File: config.mk
export PLATFORM = sky130hd
export DESIGN_NAME = serial_adder_ctrl
export DESIGN_NICKNAME = d
export VERILOG_FILES = /design/src/rtl/serial_adder_ctrl.sv
export SDC_FILE = /design/constraint.sdc
export NUM_CORES = 1
export LEC_CHECK = 0
export ABC_AREA = 1
export BUFFER_PORTS_ARGS = -buffer_cell sky130_fd_sc_hd__buf_2
export CAP_MARGIN = 30
export CELL_PAD_IN_SITES_DETAIL_PLACEMENT = 0
export CELL_PAD_IN_SITES_GLOBAL_PLACEMENT = 1
export CORE_MARGIN = 3
export CORE_UTILIZATION = 39
export CTS_BUF_LIST = sky130_fd_sc_hd__clkbuf_4
export CTS_CLUSTER_SIZE = 24
export DETAILED_ROUTE_END_ITERATION = 10
export HOLD_SLACK_MARGIN = 0.15
export PLACE_DENSITY = 0.85
export SYNTH_ARGS = -nofsm -noshare
export SYNTH_HDL_FRONTEND = slang
export SYNTH_SLANG_ARGS = --single-unit
File: constraint.sdc
create_clock -name clk -period 1.27 [get_ports clk]
set_input_delay 0.254 -clock clk [delete_from_list [all_inputs] [get_ports clk]]
set_output_delay 0.254 -clock clk [all_outputs]
set_load 0.005 [all_outputs]
File: src/rtl/serial_adder_ctrl.sv
// Bit-serial add/subtract sequencer around a single 1-bit adder cell.
// Operands are captured on start, processed LSB first, result registered.
module serial_adder_ctrl #(
  parameter int WIDTH = 8
) (
  input  logic             clk,
  input  logic             rst_n,
  input  logic             ena,
  input  logic             start,
  input  logic             sub,
  input  logic [WIDTH-1:0] a,
  input  logic [WIDTH-1:0] b,
  output logic             busy,
  output logic             done,
  output logic [WIDTH-1:0] sum,
  output logic             cout
);

  localparam int CW = $clog2(WIDTH);

  typedef enum logic [1:0] {
    IDLE = 2'd0,
    RUN  = 2'd1,
    DONE = 2'd2
  } state_t;

  state_t           state;
  state_t           state_d;
  logic [WIDTH-1:0] a_sr;
  logic [WIDTH-1:0] b_sr;
  logic [WIDTH-2:0] s_sr;
  logic [CW-1:0]    cnt;
  logic             carry;

  logic             bit_s;
  logic             carry_nx;
  logic             last;
  logic             accept;
  logic [WIDTH-1:0] s_nx;

  assign bit_s    = a_sr[0] ^ b_sr[0] ^ carry;
  assign carry_nx = (a_sr[0] & b_sr[0])
                  | (a_sr[0] & carry)
                  | (b_sr[0] & carry);
  assign last     = (cnt == CW'(WIDTH - 1));
  assign accept   = (state == IDLE) && start;
  assign s_nx     = {bit_s, s_sr};

  // State register, frozen when ena is low.
  always_ff @(posedge clk or negedge rst_n) begin
    if (!rst_n) begin
      state <= IDLE;
    end else if (ena) begin
      state <= state_d;
    end
  end

  // Next-state selection.
  always_comb begin
    state_d = state;
    unique case (state)
      IDLE: if (start) state_d = RUN;
      RUN:  if (last)  state_d = DONE;
      DONE: state_d = IDLE;
      default: state_d = IDLE;
    endcase
  end

  // Registered status decode so no input reaches an output combinationally.
  always_ff @(posedge clk or negedge rst_n) begin
    if (!rst_n) begin
      busy <= 1'b0;
      done <= 1'b0;
    end else if (ena) begin
      busy <= (state_d == RUN);
      done <= (state_d == DONE);
    end
  end

  // Operand capture, serial add step, and result latch on the last bit.
  always_ff @(posedge clk or negedge rst_n) begin
    if (!rst_n) begin
      a_sr  <= '0;
      b_sr  <= '0;
      s_sr  <= '0;
      cnt   <= '0;
      carry <= 1'b0;
      sum   <= '0;
      cout  <= 1'b0;
    end else if (ena) begin
      if (accept) begin
        a_sr  <= a;
        b_sr  <= sub ? ~b : b;
        carry <= sub;
        cnt   <= '0;
      end else if (state == RUN) begin
        a_sr  <= a_sr >> 1;
        b_sr  <= b_sr >> 1;
        s_sr  <= s_nx[WIDTH-1:1];
        carry <= carry_nx;
        cnt   <= cnt + 1'b1;
        if (last) begin
          sum  <= s_nx;
          cout <= carry_nx;
        end
      end
    end
  end

endmodule

==> summary.md <==
| Metric | Value |
|---|---|
| Status | `completed` |
| GRT Total Usage | `0.149` |
| Register area share after synthesis | `0.500` |
| Final Hold Violating Endpoints | `0` |
| Detailed Route WL | `3.97 mm` |
| Die Y | `77.7 um` |
| Worst Hold Class | `input port to register` |
| Dpl ws | `0.0131 ns` |
| Hold Startpoint | `ena` |
| Routed Antenna Nets | `0` |
| CP required | `1.51 ns` |
| Yosys top cell area share | `0.500` |
| Total of warnings raised by yosys | `0` |
| Max-slew headroom | `0.820` |
| Detailed placement HPWL | `between 2 and 3 mm` |
| Setup violators final | `0` |
| CTS tree | `done` |
| Final #Nets | `between 300 and 400` |
| Largest net degree at the start of global routing | `between 40 and 50` |
| Diodes inserted | `0` |
| Clk sinks | `40` |
| Multi-input combinational cell area | `805 um2` |
| Critical path class | `register to register` |
| Max Fclk | `0.836 GHz` |
| Critical Path AT | `1.44 ns` |
| Clock Tree Buf Depth | `2` |
| Max-slew violations | `0` |
| Gr ovfl total | `0` |
| Max FO, Critical Path | `2` |
| Setup ws final | `0.0736 ns` |
| Cell taking the most area after synthesis | `dfrtp_1` |
| First-pass GRT wire length | `~7.3 mm` |
| Reg clk slew, reported paths | `roughly 0.12 ns` |
| Setup total negative slack | `0 ns` |
| Syn Nets | `around 280` |
| Area of the mapped netlist | `between 2000 and 2500 um2` |
| Starting Density | `0.413` |
| DRC | `0` |
| First-iteration detailed-routing DRC count | `78` |
| Fillcell total | `487` |
| Synth area leaders | `dfrtp_1 (50%), nand2_1 (19%), nand3_1 (9.0%)` |
| Distinct cells, synth | `21` |
| Routed via count | `about 1700` |
| Critical path startpoint category | `register` |
| Pwr Total | `3.95 mW` |
| Reg2reg path depth | `5` |
| Layout cells sized above 1 | `0.230` |
| LEAKAGE | `1.39 nW` |
| Skew-Pair Late Insertion Delay | `roughly 0.34 ns` |
| Root Driver | `clkbuf_4` |
| WHS Path Cells | `2` |
| Total CTS buffers | `5` |
| R2r startpoint | `a_sr[0]` |
| Unrepaired setup endpoints after global routing | `true` |
| Cell Pwr Density | `1630 nW/um2` |
| Tcrit/Tclk final | `0.942` |
| Max-Cap Viols | `0` |
| Post-layout min period | `between 1 and 1.5 ns` |
| Final GP Congestion | `0.718` |
| Worst IR Drop VDD | `around 0.78 mV` |
| Post-DR wirelength/cell | `between 10 and 15 um` |
| Initial antenna violation count | `0` |
| First drt pass iteration count | `4` |
| Layout Area Growth over Synthesis | `21.0%` |
| IO Count | `32` |
| Die width | `between 70 and 80 um` |
| Crit. End Element | `register` |
| Worst r2r dst | `carry` |
| End of the worst hold path | `state[1]` |
| Syn avg cell area | `7.95 um2` |
| #FFs+latches synth | `40` |
| Actual slew at the worst max-slew pin | `~0.27 ns` |
| Reg2reg setup slack | `0.07 ns` |
| Rows | `25` |
| Vias in the first global route | `between 1500 and 2000` |
| Sequential cell area | `between 1000 and 1500 um2` |
| Mapped Cells | `252` |
| # port buffers | `31` |
| Die ar. | `approximately 6000 um2` |
| Via density | `4.56` |
| H-tree depth | `2` |
| CORE AREA | `slightly below 5000 um2` |
| Setup Skew | `between 0.009 and 0.01 ns` |
registers in the layout, summed over array words and instances, names as in the netlist:
signal  count
a_sr        8
b_sr        8
sum         8
s_sr        7
cnt         3
state       2
busy        1
carry       1
cout        1
done        1
synth_stat cells:
cell and count:
buf_1 1, clkinv_2 1, ha_1 2, o21ai_0 11, nand3_2 2, inv_2 1
buf_6 2, nand2_4 2, nand3_4 1, nor2_4 1, nand2_1 100, fa_1 1
xor2_1 1, o21ai_1 1, clkbuf_1 1, nand3_1 36, buf_4 2, buf_2 4
o21ai_2 6, dfrtp_1 40, inv_1 36
report_power, final:
| group | total [mW] | internal (mW) | leakage [nW] | switching [mW] |
|---|---|---|---|---|
| combinational | 1.19 | 0.522 | 0.820 | 0.667 |
| clock | 0.851 | 0.434 | 0.0456 | 0.416 |
| sequential | 1.91 | 1.68 | 0.522 | 0.236 |
| total | 3.95 | 2.63 | 1.39 | 1.32 |
worst max path at each step:
stage                       start  endpoint  slack [ns]
final                     a_sr[0]     carry        0.07
after detailed placement   cnt[0]  state[1]        0.01
after floorplan            cnt[0]  state[1]        0.02
after global placement     cnt[0]  state[1]        0.04
after global routing      a_sr[0]     carry      -0.005
after CTS                 a_sr[0]   s_sr[6]        0.04
cell usage in the layout, fill, tap and decap left out, types with 2 or more instances in the layout:
cell type | Yosys | routed
inv_2 | 1 | 2
buf_4 | 2 | 10
dfrtp_1 | 40 | 40
buf_2 | 4 | 31
o21ai_1 | 1 | 2
nand3_1 | 36 | 36
clkinv_2 | 1 | 2
buf_12 | 0 | 3
nand2_1 | 100 | 100
nand3_2 | 2 | 2
dlygate4sd3_1 | 0 | 2
inv_1 | 36 | 35
o21ai_2 | 6 | 6
o21ai_0 | 11 | 10
clkbuf_4 | 0 | 6
metrics by stage:
stage | hold slack, ns | util | instances | area (um2)
2_1_floorplan | -0.0416 | - | 252 | 2000
3_3_place_gp | 0.241 | 0.475 | 352 | 2300
3_5_place_dp | 0.243 | 0.475 | 352 | 2300
4_1_cts | 0.167 | 0.497 | 362 | 2410
5_1_grt | 0.172 | 0.500 | 363 | 2420
6_report | 0.174 | 0.500 | 363 | 2420
repair_timing:
item                                    in CTS  in global routing
hold endpoints to repair                    41                  0
gates resized for setup                      1                  3
pin swaps                                    1                  0
setup buffers                                0                  1
hold buffers                                 2                  0
endpoints found under the setup margin       3                  9
cell families (layout without fill, tap and decap cells):
| logic type | after synthesis | in the layout | synth area share |
|---|---|---|---|
| adders and majority gates | 3 | 3 | 0.0225 |
| DFF | 40 | 40 | 0.500 |
| buffers and inverters | 48 | 92 | 0.104 |
| and+or+nand+nor | 142 | 142 | 0.313 |
| xor gates and xnor gates | 1 | 1 | 0.00437 |
| AOI/OAI and AO/OA | 18 | 18 | 0.0562 |
metal layers:
metal	global-route usage	wire length, um	vias up
met5	0	0	-
met1	0.194	1850	745
met4	0.0427	47	0
met3	0.0441	188	5
li1	-	-	870
met2	0.241	1880	37
cell type report:
cell class              instances  share of cell area
clock buffers                   6              0.0186
clock inverters                 2              0.0145
inverters                      38              0.0594
multi-input cells             164               0.332
flip-flops and latches         40               0.413
well taps                      67              0.0346
repair buffers                 46               0.128
critical path, cell delays in order, from the launching register on:
cell and delay, ns:
dfrtp_1 0.42, fa_1 0.43, inv_2 0.07, nand2_1 0.05
nand3_1 0.07, nand2_1 0.05
Power figures use the tool's default switching activity.
